==> config.mk <==
export PLATFORM = sky130hd
export DESIGN_NAME = lcd_min_display
export DESIGN_NICKNAME = d
export VERILOG_FILES = /design/src/rtl/lcd_min_display_pkg.sv /design/src/rtl/lcd_min_display_nibble_writer.sv /design/src/rtl/lcd_min_display.sv
export SDC_FILE = /design/constraint.sdc
export NUM_CORES = 1
export LEC_CHECK = 0
export BUFFER_PORTS_ARGS = -buffer_cell sky130_fd_sc_hd__buf_2
export CORE_ASPECT_RATIO = 0.9
export CORE_MARGIN = 2
export CORE_UTILIZATION = 56
export DETAILED_ROUTE_END_ITERATION = 10
export PLACE_DENSITY_LB_ADDON = 0.1
export SYNTH_ARGS = -nofsm -noshare
export SYNTH_HDL_FRONTEND = slang
export SYNTH_SLANG_ARGS = --single-unit
==> constraint.sdc <==
create_clock -name clk -period 2.8 [get_ports clk]
set_clock_uncertainty 0.1 [all_clocks]
set_input_delay 0.56 -clock clk [delete_from_list [all_inputs] [get_ports clk]]
set_output_delay 0.56 -clock clk [all_outputs]
set_load 0.05 [all_outputs]
==> src/rtl/lcd_min_display_pkg.sv <==
// Shared definitions for the minimum-value LCD display stage: HD44780 command
// bytes, ASCII bases, timer width, FSM state types and the message ROM.
package lcd_min_display_pkg;

    // Wide enough for the longest wait (power-up, 750000 cycles).
    localparam int unsigned CNT_W = 20;
    localparam int unsigned MSG_LEN = 10;

    localparam logic [7:0] CMD_FUNC_SET = 8'h28;
    localparam logic [7:0] CMD_ENTRY    = 8'h06;
    localparam logic [7:0] CMD_DISP_ON  = 8'h0C;
    localparam logic [7:0] CMD_CLEAR    = 8'h01;
    localparam logic [7:0] CMD_DDRAM0   = 8'h80;

    localparam logic [7:0] ASCII_DIGIT0  = 8'h30;
    localparam logic [7:0] ASCII_UPPER_A = 8'h41;

    typedef enum logic [2:0] {
        ST_PWRUP,
        ST_INIT,
        ST_CFG,
        ST_IDLE,
        ST_REFRESH
    } seq_state_e;

    typedef enum logic [2:0] {
        NW_IDLE,
        NW_SETUP,
        NW_EHIGH,
        NW_HOLD,
        NW_WAIT
    } nw_state_e;

    function automatic logic [7:0] cfg_byte(input logic [1:0] idx);
        case (idx)
            2'd0:    return CMD_FUNC_SET;
            2'd1:    return CMD_ENTRY;
            2'd2:    return CMD_DISP_ON;
            default: return CMD_CLEAR;
        endcase
    endfunction

    // "MIN:v AT:p"
    function automatic logic [7:0] msg_char(input logic [3:0] idx,
                                            input logic [2:0] val,
                                            input logic [1:0] pos);
        case (idx)
            4'd0:    return 8'h4D;
            4'd1:    return 8'h49;
            4'd2:    return 8'h4E;
            4'd3:    return 8'h3A;
            4'd4:    return ASCII_DIGIT0 + {5'b0, val};
            4'd5:    return 8'h20;
            4'd6:    return 8'h41;
            4'd7:    return 8'h54;
            4'd8:    return 8'h3A;
            default: return ASCII_UPPER_A + {6'b0, pos};
        endcase
    endfunction

endpackage

==> src/rtl/lcd_min_display_nibble_writer.sv <==
// Writes one 4-bit nibble to the LCD bus with E timing, then waits.
//   clk_i, reset_i      clock, synchronous active-high reset
//   start_i             one-cycle request; nibble_i/rs_i/wait_i sampled with it
//   done_o              one-cycle pulse when the post-write wait has elapsed
//   lcd_e_o/rs_o/d_o    registered LCD pins
//
// state    | meaning
// NW_IDLE  | waiting for start
// NW_SETUP | rs/d driven, E low (2 cycles)
// NW_EHIGH | E high for T_EHIGH cycles
// NW_HOLD  | E low, rs/d held 1 cycle
// NW_WAIT  | post-write wait of wait_i cycles
module lcd_nibble_writer
    import lcd_min_display_pkg::*;
#(
    parameter int unsigned T_EHIGH = 12
) (
    input  logic             clk_i,
    input  logic             reset_i,
    input  logic             start_i,
    input  logic [3:0]       nibble_i,
    input  logic             rs_i,
    input  logic [CNT_W-1:0] wait_i,
    output logic             done_o,
    output logic             lcd_e_o,
    output logic             lcd_rs_o,
    output logic [3:0]       lcd_d_o
);

    nw_state_e        state_q;
    logic [CNT_W-1:0] cnt_q;
    logic [CNT_W-1:0] wait_q;
    logic             e_q;
    logic             rs_q;
    logic [3:0]       d_q;
    logic             done_q;

    always_ff @(posedge clk_i) begin
        if (reset_i) begin
            state_q <= NW_IDLE;
            cnt_q   <= '0;
            wait_q  <= '0;
            e_q     <= 1'b0;
            rs_q    <= 1'b0;
            d_q     <= '0;
            done_q  <= 1'b0;
        end else begin
            done_q <= 1'b0;
            case (state_q)
                NW_IDLE: begin
                    if (start_i) begin
                        d_q     <= nibble_i;
                        rs_q    <= rs_i;
                        wait_q  <= wait_i;
                        cnt_q   <= CNT_W'(1);
                        state_q <= NW_SETUP;
                    end
                end
                NW_SETUP: begin
                    if (cnt_q == '0) begin
                        e_q     <= 1'b1;
                        cnt_q   <= CNT_W'(T_EHIGH - 1);
                        state_q <= NW_EHIGH;
                    end else begin
                        cnt_q <= cnt_q - 1'b1;
                    end
                end
                NW_EHIGH: begin
                    if (cnt_q == '0) begin
                        e_q     <= 1'b0;
                        state_q <= NW_HOLD;
                    end else begin
                        cnt_q <= cnt_q - 1'b1;
                    end
                end
                NW_HOLD: begin
                    cnt_q   <= wait_q;
                    state_q <= NW_WAIT;
                end
                NW_WAIT: begin
                    if (cnt_q == '0) begin
                        done_q  <= 1'b1;
                        state_q <= NW_IDLE;
                    end else begin
                        cnt_q <= cnt_q - 1'b1;
                    end
                end
                default: state_q <= NW_IDLE;
            endcase
        end
    end

    assign done_o   = done_q;
    assign lcd_e_o  = e_q;
    assign lcd_rs_o = rs_q;
    assign lcd_d_o  = d_q;

endmodule

==> src/rtl/lcd_min_display.sv <==
// HD44780 4-bit display stage for the minimum finder: power-up init, then
// writes "MIN:v AT:p" to line 1 whenever an update is pending.
//   clk, reset          clock, synchronous active-high reset
//   min_val, min_pos    minimum value / index, valid with update
//   update              one-cycle refresh strobe (coalesces while busy)
//   busy                high except when idle with nothing pending
//   lcd_e/rs/rw/d       LCD pins, all registered (rw tied low)
//
// state      | meaning
// ST_PWRUP   | power-up delay, no bus activity
// ST_INIT    | 0x3,0x3,0x3,0x2 reset nibbles
// ST_CFG     | config bytes 0x28,0x06,0x0C,0x01
// ST_IDLE    | waiting for pending update
// ST_REFRESH | DDRAM address 0 then 10 message characters
module lcd_min_display
    import lcd_min_display_pkg::*;
#(
    parameter int unsigned T_PWRUP  = 750000,
    parameter int unsigned T_INIT1  = 205000,
    parameter int unsigned T_INIT2  = 5000,
    parameter int unsigned T_NIBGAP = 50,
    parameter int unsigned T_BYTE   = 2000,
    parameter int unsigned T_CLEAR  = 82000,
    parameter int unsigned T_EHIGH  = 12
) (
    input  logic       clk,
    input  logic       reset,
    input  logic [2:0] min_val,
    input  logic [1:0] min_pos,
    input  logic       update,
    output logic       busy,
    output logic       lcd_e,
    output logic       lcd_rs,
    output logic       lcd_rw,
    output logic [3:0] lcd_d
);

    localparam logic [CNT_W-1:0] W_INIT1  = CNT_W'(T_INIT1);
    localparam logic [CNT_W-1:0] W_INIT2  = CNT_W'(T_INIT2);
    localparam logic [CNT_W-1:0] W_NIBGAP = CNT_W'(T_NIBGAP);
    localparam logic [CNT_W-1:0] W_BYTE   = CNT_W'(T_BYTE);
    localparam logic [CNT_W-1:0] W_CLEAR  = CNT_W'(T_CLEAR);

    seq_state_e       state_q;
    logic [3:0]       idx_q;
    logic             lo_q;
    logic             issued_q;
    logic             pending_q;
    logic [CNT_W-1:0] pwr_cnt_q;
    logic [2:0]       val_q;
    logic [1:0]       pos_q;
    logic             start_q;
    logic [3:0]       nib_q;
    logic             rs_q;
    logic [CNT_W-1:0] wait_q;

    logic             nw_done;
    logic [7:0]       cur_byte;
    logic             cur_rs;
    logic             last_byte;

    // Byte currently being sent in ST_CFG / ST_REFRESH; refresh index 0 is the
    // DDRAM address command, 1..10 are message characters.
    always_comb begin
        cur_byte = CMD_DDRAM0;
        cur_rs   = 1'b0;
        if (state_q == ST_CFG) begin
            cur_byte = cfg_byte(idx_q[1:0]);
        end else if (idx_q != 4'd0) begin
            cur_byte = msg_char(idx_q - 4'd1, val_q, pos_q);
            cur_rs   = 1'b1;
        end
    end

    assign last_byte = (state_q == ST_CFG) ? (idx_q == 4'd3) : (idx_q == 4'(MSG_LEN));

    always_ff @(posedge clk) begin
        if (reset) begin
            state_q   <= ST_PWRUP;
            idx_q     <= '0;
            lo_q      <= 1'b0;
            issued_q  <= 1'b0;
            pending_q <= 1'b1;
            pwr_cnt_q <= CNT_W'(T_PWRUP - 1);
            val_q     <= '0;
            pos_q     <= '0;
            start_q   <= 1'b0;
            nib_q     <= '0;
            rs_q      <= 1'b0;
            wait_q    <= '0;
        end else begin
            start_q <= 1'b0;
            if (update && state_q != ST_IDLE) begin
                pending_q <= 1'b1;
            end
            case (state_q)
                ST_PWRUP: begin
                    if (pwr_cnt_q == '0) begin
                        state_q  <= ST_INIT;
                        idx_q    <= '0;
                        issued_q <= 1'b0;
                    end else begin
                        pwr_cnt_q <= pwr_cnt_q - 1'b1;
                    end
                end
                ST_INIT: begin
                    if (!issued_q) begin
                        start_q  <= 1'b1;
                        issued_q <= 1'b1;
                        rs_q     <= 1'b0;
                        nib_q    <= (idx_q == 4'd3) ? 4'h2 : 4'h3;
                        case (idx_q)
                            4'd0:    wait_q <= W_INIT1;
                            4'd1:    wait_q <= W_INIT2;
                            default: wait_q <= W_BYTE;
                        endcase
                    end else if (nw_done) begin
                        issued_q <= 1'b0;
                        if (idx_q == 4'd3) begin
                            state_q <= ST_CFG;
                            idx_q   <= '0;
                            lo_q    <= 1'b0;
                        end else begin
                            idx_q <= idx_q + 4'd1;
                        end
                    end
                end
                ST_CFG, ST_REFRESH: begin
                    if (!issued_q) begin
                        start_q  <= 1'b1;
                        issued_q <= 1'b1;
                        rs_q     <= cur_rs;
                        nib_q    <= lo_q ? cur_byte[3:0] : cur_byte[7:4];
                        if (!lo_q) begin
                            wait_q <= W_NIBGAP;
                        end else if (state_q == ST_CFG && cur_byte == CMD_CLEAR) begin
                            wait_q <= W_CLEAR;
                        end else begin
                            wait_q <= W_BYTE;
                        end
                    end else if (nw_done) begin
                        issued_q <= 1'b0;
                        lo_q     <= !lo_q;
                        if (lo_q) begin
                            if (last_byte) begin
                                state_q <= ST_IDLE;
                            end else begin
                                idx_q <= idx_q + 4'd1;
                            end
                        end
                    end
                end
                ST_IDLE: begin
                    // Inputs are sampled once per refresh so the line never
                    // mixes characters from two different updates.
                    if (pending_q || update) begin
                        val_q     <= min_val;
                        pos_q     <= min_pos;
                        pending_q <= 1'b0;
                        state_q   <= ST_REFRESH;
                        idx_q     <= '0;
                        lo_q      <= 1'b0;
                        issued_q  <= 1'b0;
                    end
                end
                default: state_q <= ST_PWRUP;
            endcase
        end
    end

    lcd_nibble_writer #(
        .T_EHIGH (T_EHIGH)
    ) u_nibble_writer (
        .clk_i    (clk),
        .reset_i  (reset),
        .start_i  (start_q),
        .nibble_i (nib_q),
        .rs_i     (rs_q),
        .wait_i   (wait_q),
        .done_o   (nw_done),
        .lcd_e_o  (lcd_e),
        .lcd_rs_o (lcd_rs),
        .lcd_d_o  (lcd_d)
    );

    assign busy   = !(state_q == ST_IDLE && !pending_q);
    assign lcd_rw = 1'b0;

endmodule

---- Yosys cells after proc, flatten, opt, wreduce, memory -nomap -nowiden ----
Cells that the tools add are included.
storage, ports and cells
  word-level logic and storage cells ...... 175
  input bits .............................. 8
  bits in registers ....................... 111
cells by class
  bitwise gates (word level) .............. 3
  multiplexer cells ....................... 69
  reduce and logical (&&, ||, !) cells .... 38
  equality and inequality tests ........... 40
  add/subtract/negate cells ............... 6
operator list
  kind                     count
  $mux W20                 5
  $pmux W20 S4             1
  $pmux W8 S8              1
  $mux W4                  12
  $logic_not A20 Y1        2
  $pmux W20 S2             1
  $sub A20 B1 Y20 const B  2
  $mux W3                  13
  $pmux W18 S2             1
  $mux W17                 2
  $ne A2 B2 Y1 const B     12
  $mux W1                  22
  $pmux W6 S3              1
  $reduce_and A9 Y1        2
  $eq A4 B3 Y1 const B     4
  $mux W8                  2
  $pmux W4 S4              1
  $pmux W3 S5              1
  $eq A3 B2 Y1 const B     4
  $eq A4 B2 Y1 const B     3
  $pmux W3 S4              1
  $reduce_and A3 Y1        4
  $reduce_bool A4 Y1       3
  $ne A2 B1 Y1 const B     5
  other kinds (29)         51

---- Depth between registers and ports, before layout ----
Gate-level depths: netlist of the first run.
  depth after elaboration ................. 12
  depth in mapped cells ................... 10
  gate-level depth less buffers ........... 8

---- Hierarchy ----
From an unflattened synthesis of the first run, not the netlist that was laid out.
second synthesis, totals
  cells, all modules ...................... 701
  area, all modules ....................... 5755.5 um2
by module, submodules not included
  module             area an instance (um2)  times used  cells each
  lcd_min_display    3128.0                  1           385
  lcd_nibble_writer  2627.5                  1           316

---- Least setup slack after synthesis of the first run ----
Ideal clock, no wire load.
  path type ............................... register to register
  start point ............................. register pwr_cnt_q[2]
  end point ............................... register idx_q[2]
  setup slack ............................. 0.032 ns
  stages on the path, launching flop included .. 8
  arrival ................................. 2.598 ns
  period minus slack after synthesis ...... 2.768 ns
  setup time .............................. 0.070 ns
  cell sequence ........................... dfxtp_1 -> or4_4 -> or4_4 -> o21a_4 -> or4b_1 -> buf_2 -> or3_1 -> a21oi_1
between the ends
  word-level cells in the longest chain between the ends .. 3
ends and longest elaborated chain
  what                                line                    text
  from (decl)                         lcd_min_display.sv:49   logic [CNT_W-1:0] pwr_cnt_q;
  from (signal assigned)              lcd_min_display.sv:84   pwr_cnt_q <= CNT_W'(T_PWRUP - 1);
  from (signal assigned)              lcd_min_display.sv:103  pwr_cnt_q <= pwr_cnt_q - 1'b1;
  $logic_not A20 Y1                   lcd_min_display.sv:98   if (pwr_cnt_q == '0) begin
  $ne A2 B2 Y1 (no source line)       n/a
  $reduce_and A9 Y1 (no source line)  n/a
  to (signal assigned)                lcd_min_display.sv:124  idx_q <= idx_q + 4'd1;
  to (signal assigned)                lcd_min_display.sv:148  idx_q <= idx_q + 4'd1;
  to (decl)                           lcd_min_display.sv:45   logic [3:0] idx_q;
No other way between the ends.
A chain may end at the register's enable or synchronous reset.

---- Final worst setup path of the first run ----
  start point ............................. register pwr_cnt_q[2]
  end point ............................... register idx_q[3]
Same word-level chain as after synthesis.

==> metrics.yaml, run 1 <==
diodes: 0
wl_per_cell_um: 14.78
max_slew.worst_pin.slew_ns: 0.9732
maxCapViolations: 0
portBuffers: 14
cts_buffers: 9
drt-initial-drc-count: 265
worstSetupStartpointType: "flip-flop"
post-synth-top-area-cell: "dfxtp_1"
setup_ws_ns: 0.07850
final-max-slew-violation-count: 0
clock_sinks: 93
synth.avg_cell_area_sq_um: 7.691
r2r_setup_slack_ns: 0.08
grt_pass1_vias: 4324
drc: 0
relSlewSlack_pct: 34.77
die_h_um: 93.01
cp-startpoint: "pwr_cnt_q[2]"
grt_pass1_wl_mm: 19.58
drtAntennaViolNets: 0
core_region_area_sq_mm: 0.008568
crit_fanout: 6
regArea_sq_mm: 0.001866
setup_violations: 0
ir_worst_vdd_uv: 322.1
synth-edff-count: 0
endpoint: "idx_q[3]"
yosysTopAreaCellShare_pct: 37.77
grt_max_degree: 46
crit_type: "reg -> reg"
async_flop_share_pct: 0
yosysWarnings: 0
multiInputGateArea_sq_mm: 0.002887
cts_max_level: 3
io_pins: 16
yosys-top-cells-area: "dfxtp_1, nand2_1, a21oi_1"
die_area_sq_mm: 0.009571
ys_ff_latch: 93
path_cells: "or4_4, or4_4, o21a_4, or4b_4, or3_4, a21oi_2"
seq_area_frac_synth_pct: 37.77
grt-ovfl-total: 0
groute.layer.met1.usage_pct: 32.88
vias_per_cell: 5.908
clkLatencyLatePin_ns: 0.36
fin_crit_sh_pct: 97.20
row_count: 32
r2r_cells: 6
synthCells: 641
yosys_most_used_dff: "dfxtp_1"
syn-num-nets: 658
p_per_area_mw_per_mm2: 494.6
max_freq_ghz: 0.3674
via_count: 4632
area_delta_synth_final_pct: 11.60
p_leak_nw: 1.964
crit_slowest_cell: "or4_4"
hold_path.class: "in -> reg"
cts_buffer_depth: 2
post-dp-hpwl_mm: 8.365
crit_path_frequent_cell: "or4_4"
place.gp.congestion: 0.9096
synthDistinctLibCells: 65
cp.arrival_ns: 2.91
r2r_end: "idx_q[3]"
status: "complete, no violations"
met2_usage_pct: 42.64
antenna_found_initial: 0
cts_tree: "built"
cts_root_buffer: "clkbuf_8"
report.final.hold_viol_count: 0
critical_path.max_stage_delay_ns: 0.55
fin_nets: 677
drive_above_1_share_pct: 12.48
p_total_mw: 2.721
globalRouteTotalUtil_pct: 25.38
initial_utilization_pct: 57.54
grt.busiest_layer: "met2"
netlist_area_sq_mm: 0.004930
crit-reg2reg-launch: "pwr_cnt_q[2]"
totalWireLength_mm: 11.59
gr-usage-met3_pct: 4.858
fin_crit_ns: 2.721
die_x_um: 102.9
pre_cts_ws_ns: 0.02913
fill_cells: 816
path_clk_slew_ns: 0.09
firstDrtPassIters: 5
critPathCaptureType: "flip-flop"
cp.required_ns: 2.99
-- power by group --
part / switching, mW / internal, mW
registers: 0.0142 / 1.33
clock network: 0.457 / 0.553
logic: 0.225 / 0.139
total: 0.696 / 2.03
-- metrics by stage --
stage	utilization, %	area (sq um)	instances	hold WS (ns)	setup TNS, ns
floorplan	-	4930	641	0.3227	0
global placement	61.10	5235	767	0.3371	0
detailed placement	61.10	5235	767	0.3439	0
CTS	63.79	5465	783	0.3295	0
global route	64.21	5502	784	0.3505	-0.01157
finish	64.21	5502	784	0.3361	0
-- worst min-delay path by stage --
stage                                           from                         end  slack, ns  cells after the start
after floorplan                           wait_q[14]                  wait_q[14]       0.32                      2
after global placement                    wait_q[12]  u_nibble_writer.wait_q[12]       0.34                      2
after detailed placement  u_nibble_writer.lcd_d_o[1]  u_nibble_writer.lcd_d_o[1]       0.34                      2
after CTS                                 min_val[2]                    val_q[2]       0.33                      3
after global routing                      min_val[1]                    val_q[1]       0.35                      3
final                                     min_val[2]                    val_q[2]       0.34                      3
-- kinds of logic after synthesis --
family,after synthesis,synth area share [%]
AOI/OAI and AO/OA,171,21.62
xor gates and xnor gates,27,4.797
adders and majority gates,9,2.284
buffers and inverters,53,4.365
DFF,93,37.77
muxes,8,1.624
other,1,0.07607
and+or+nand+nor,279,27.46
-- layout make-up --
cell class	instances	share of cell area (%)
repair buffers	48	5.913
clock buffers	13	2.888
multi-input cells	495	52.47
clock inverters	3	1.228
inverters	13	0.8870
well taps	119	2.706
flip-flops and latches	93	33.91
-- registers in the layout, indices dropped and copies added (netlist names) --
name and flops:
state_q 3, u_nibble_writer.done_o 1, idx_q 4, u_nibble_writer.lcd_rs_o 1, rs_q 1, start_q 1, pwr_cnt_q 20, val_q 3
u_nibble_writer.cnt_q 20, u_nibble_writer.lcd_d_o 4, u_nibble_writer.state_q 3, u_nibble_writer.wait_q 11, wait_q 11, u_nibble_writer.lcd_e_o 1, nib_q 4, pos_q 2
issued_q 1, pending_q 1, lo_q 1
-- synth_stat cells (3+ instances only) --
cell / number
mux2i_1: 8
nor2_1: 62
xnor2_1: 14
ha_1: 9
a32oi_1: 6
nor2b_1: 3
or2_2: 6
o311ai_0: 3
clkbuf_1: 35
and2_1: 4
o31ai_1: 6
nor4_1: 11
a21o_1: 4
or3_1: 10
o21ai_0: 40
buf_4: 4
nand2b_1: 12
o2111ai_1: 4
a22oi_1: 7
nand3_1: 23
nand2_1: 87
inv_1: 12
nand4_1: 6
or4_1: 3
o41ai_1: 3
o211ai_1: 6
nor3b_1: 5
and3_1: 3
o22ai_1: 3
a31oi_1: 6
nor3_1: 29
a21oi_1: 62
dfxtp_1: 93
xor2_1: 13
-- timing repair --
| item | 4_1_cts | 5_1_grt |
|---|---|---|
| buffers inserted | 0 | 1 |
| cloned | 0 | 0 |
| endpoints found under the setup margin | 2 | 3 |
| gates resized for setup | 1 | 7 |
| pin swaps | 0 | 3 |
| hold buffers | 0 | 0 |
-- critical path, delay by kind of cell, from the launching register on --
family / cells / cell delay (ns)
compound gates: 2 / 0.38
flops: 1 / 0.32
simple gates: 4 / 1.85
-- placed cells by master, fill, tap and decap left out, types with 4 or more instances in the layout --
| cell type | instances |
|---|---|
| o31ai_1 | 6 |
| nor3_1 | 28 |
| a21o_1 | 4 |
| buf_4 | 34 |
| inv_1 | 12 |
| or3_1 | 9 |
| nand2b_1 | 12 |
| nand3_1 | 23 |
| a22oi_1 | 7 |
| buf_2 | 14 |
| mux2i_1 | 8 |
| and2_1 | 4 |
| a31oi_1 | 6 |
| o21ai_0 | 40 |
| ha_1 | 9 |
| xor2_1 | 13 |
| nand4_1 | 6 |
| nor4_1 | 11 |
| o211ai_1 | 6 |
| a21oi_1 | 61 |
| a32oi_1 | 6 |
| o2111ai_1 | 4 |
| nor2_1 | 62 |
| or2_2 | 6 |
| nand2_1 | 87 |
| clkbuf_8 | 11 |
| dfxtp_1 | 92 |
| xnor2_1 | 14 |
| nor3b_1 | 5 |
-- routing by layer --
metal	up-vias	wire length [um]	share of wire (%)
li1	2337	-	-
met1	2163	5331	46
met2	109	5558	48
met3	23	474	4.1
met4	0	225	1.9
met5	-	0	0
(Power assumes the default switching activity.)
==> run 2, diff against run 1 <==
CORE_ASPECT_RATIO = unset   (was 0.9)
CORE_UTILIZATION = 35   (was 56)
CTS_BUF_LIST = sky130_fd_sc_hd__clkbuf_16   (was unset)
==> metrics.yaml, run 2 (synthesized netlist as in run 1, its figures left out) <==
status: "complete, no violations"
postPlaceCellArea_sq_mm: 0.005361
relSlewSlack_pct: 29.31
p_total_mw: 2.874
p_per_area_mw_per_mm2: 508.4
cts_setup_buffers: 0
p_leak_nw: 2.002
clkLatencyLatePin_ns: 0.34
cp.arrival_ns: 2.91
die_area_sq_mm: 0.01505
hp-start: "min_pos[1]"
cp-startpoint: "pwr_cnt_q[3]"
cts_buffers: 9
r2r_end: "idx_q[3]"
cts_tree: "built"
antenna_found_initial: 0
hold_path.class: "in -> reg"
instances_no_fill: 849
worstSetupStartpointType: "flip-flop"
diodes: 0
final_core_util_pct: 40.88
crit-reg2reg-launch: "pwr_cnt_q[3]"
report.final.hold_viol_count: 0
die_x_um: 122.7
dp_cells: 833
maxCapViolations: 0
cts_max_level: 3
grt-ovfl-total: 0
clock_sinks: 93
setup_violations: 0
place.gp.congestion: 0.8296
max_slew.worst_pin.slew_ns: 1.055
r2r_setup_slack_ns: 0.07
fin_crit_ns: 2.729
r2r_cells: 6
fin_crit_sh_pct: 97.45
drtAntennaViolNets: 0
grt_pass1_vias: 4427
io_pins: 16
cts_resized: 0
totalWireLength_mm: 12.99
hold_buffers: 0
setup_tns_ns: 0
rsz0062_at_grt: "no"
wl_per_cell_um: 15.30
final-max-slew-violation-count: 0
crit_type: "reg -> reg"
drt-initial-drc-count: 382
portBuffers: 14
cts_buffer_depth: 2
globalRouteTotalUtil_pct: 18.40
initial_utilization_pct: 35.65
grt_max_degree: 73
fin_nets: 681
core_region_area_sq_mm: 0.01383
drive_above_1_share_pct: 12.86
post-dp-hpwl_mm: 9.230
cp.required_ns: 2.98
ir_worst_vdd_uv: 278.6
final_cell_mix: "dfxtp_1, nand2_1, nor2_1"
grt_pass1_wl_mm: 22.12
max_freq_ghz: 0.3665
area_delta_synth_final_pct: 14.67
row_count: 43
via_count: 4642
drc: 0
design_area_sq_mm: 0.005653
vias_per_cell: 5.468
endpoint: "idx_q[3]"
crit_fanout: 5
critPathCaptureType: "flip-flop"
cts_root_buffer: "clkbuf_16"
top_regs: "pwr_cnt_q: 20 flops, u_nibble_writer.cnt_q: 20 flops"
path_clk_slew_ns: 0.07
final_common_cell: "dfxtp_1"
die_h_um: 122.7
firstDrtPassIters: 5
==> run 2: worst max-delay path: stages (launching register included) <==
cell	delay (ns)
dfxtp_1	0.34
or4_4	0.55
or4_4	0.44
o21a_4	0.21
or4b_4	0.56
or3_4	0.35
a21oi_2	0.13
==> run 2: how the worst min path moves through the flow <==
stage | slack [ns] | depth (start not counted) | endpoint
after floorplan | 0.32 | 2 | wait_q[14]
after global placement | 0.34 | 2 | wait_q[14]
after detailed placement | 0.34 | 2 | u_nibble_writer.lcd_d_o[1]
after CTS | 0.34 | 3 | pos_q[1]
after global routing | 0.37 | 3 | val_q[0]
final | 0.35 | 3 | pos_q[1]
==> run 2: area by class of cell <==
| class | instances | area, sq um |
|---|---|---|
| sequential | 93 | 1862 |
| fill | 1438 | 8174 |
| timing repair buffer | 52 | 367.9 |
| clock buffer | 9 | 225.2 |
| inverter | 13 | 48.80 |
| clock inverter | 7 | 50.05 |
| multi-input combinational | 495 | 2874 |
| tap | 180 | 225.2 |
==> run 2: power by group <==
part           leakage [nW]  total (mW)  internal [mW]  switching, mW
combinational          1.12       0.374          0.145          0.230
clock                 0.128        1.15          0.605          0.546
sequential            0.750        1.35           1.33         0.0139
==> run 2: per-layer routing <==
layer	vias up	part of all wire, %	global-route usage, %
met5	-	0	0
met4	0	1.1	4.885
met3	10	3.1	3.346
met2	98	48	31.01
met1	2192	48	24.13
li1	2342	-	-
==> run 2: stage by stage <==
stage,hold WS [ns],setup WS [ns]
2_1_floorplan,0.3227,0.03204
3_3_place_gp,0.3377,0.07261
3_5_place_dp,0.3446,0.05169
4_1_cts,0.3360,0.03191
5_1_grt,0.3670,0.005149
6_report,0.3499,0.07136
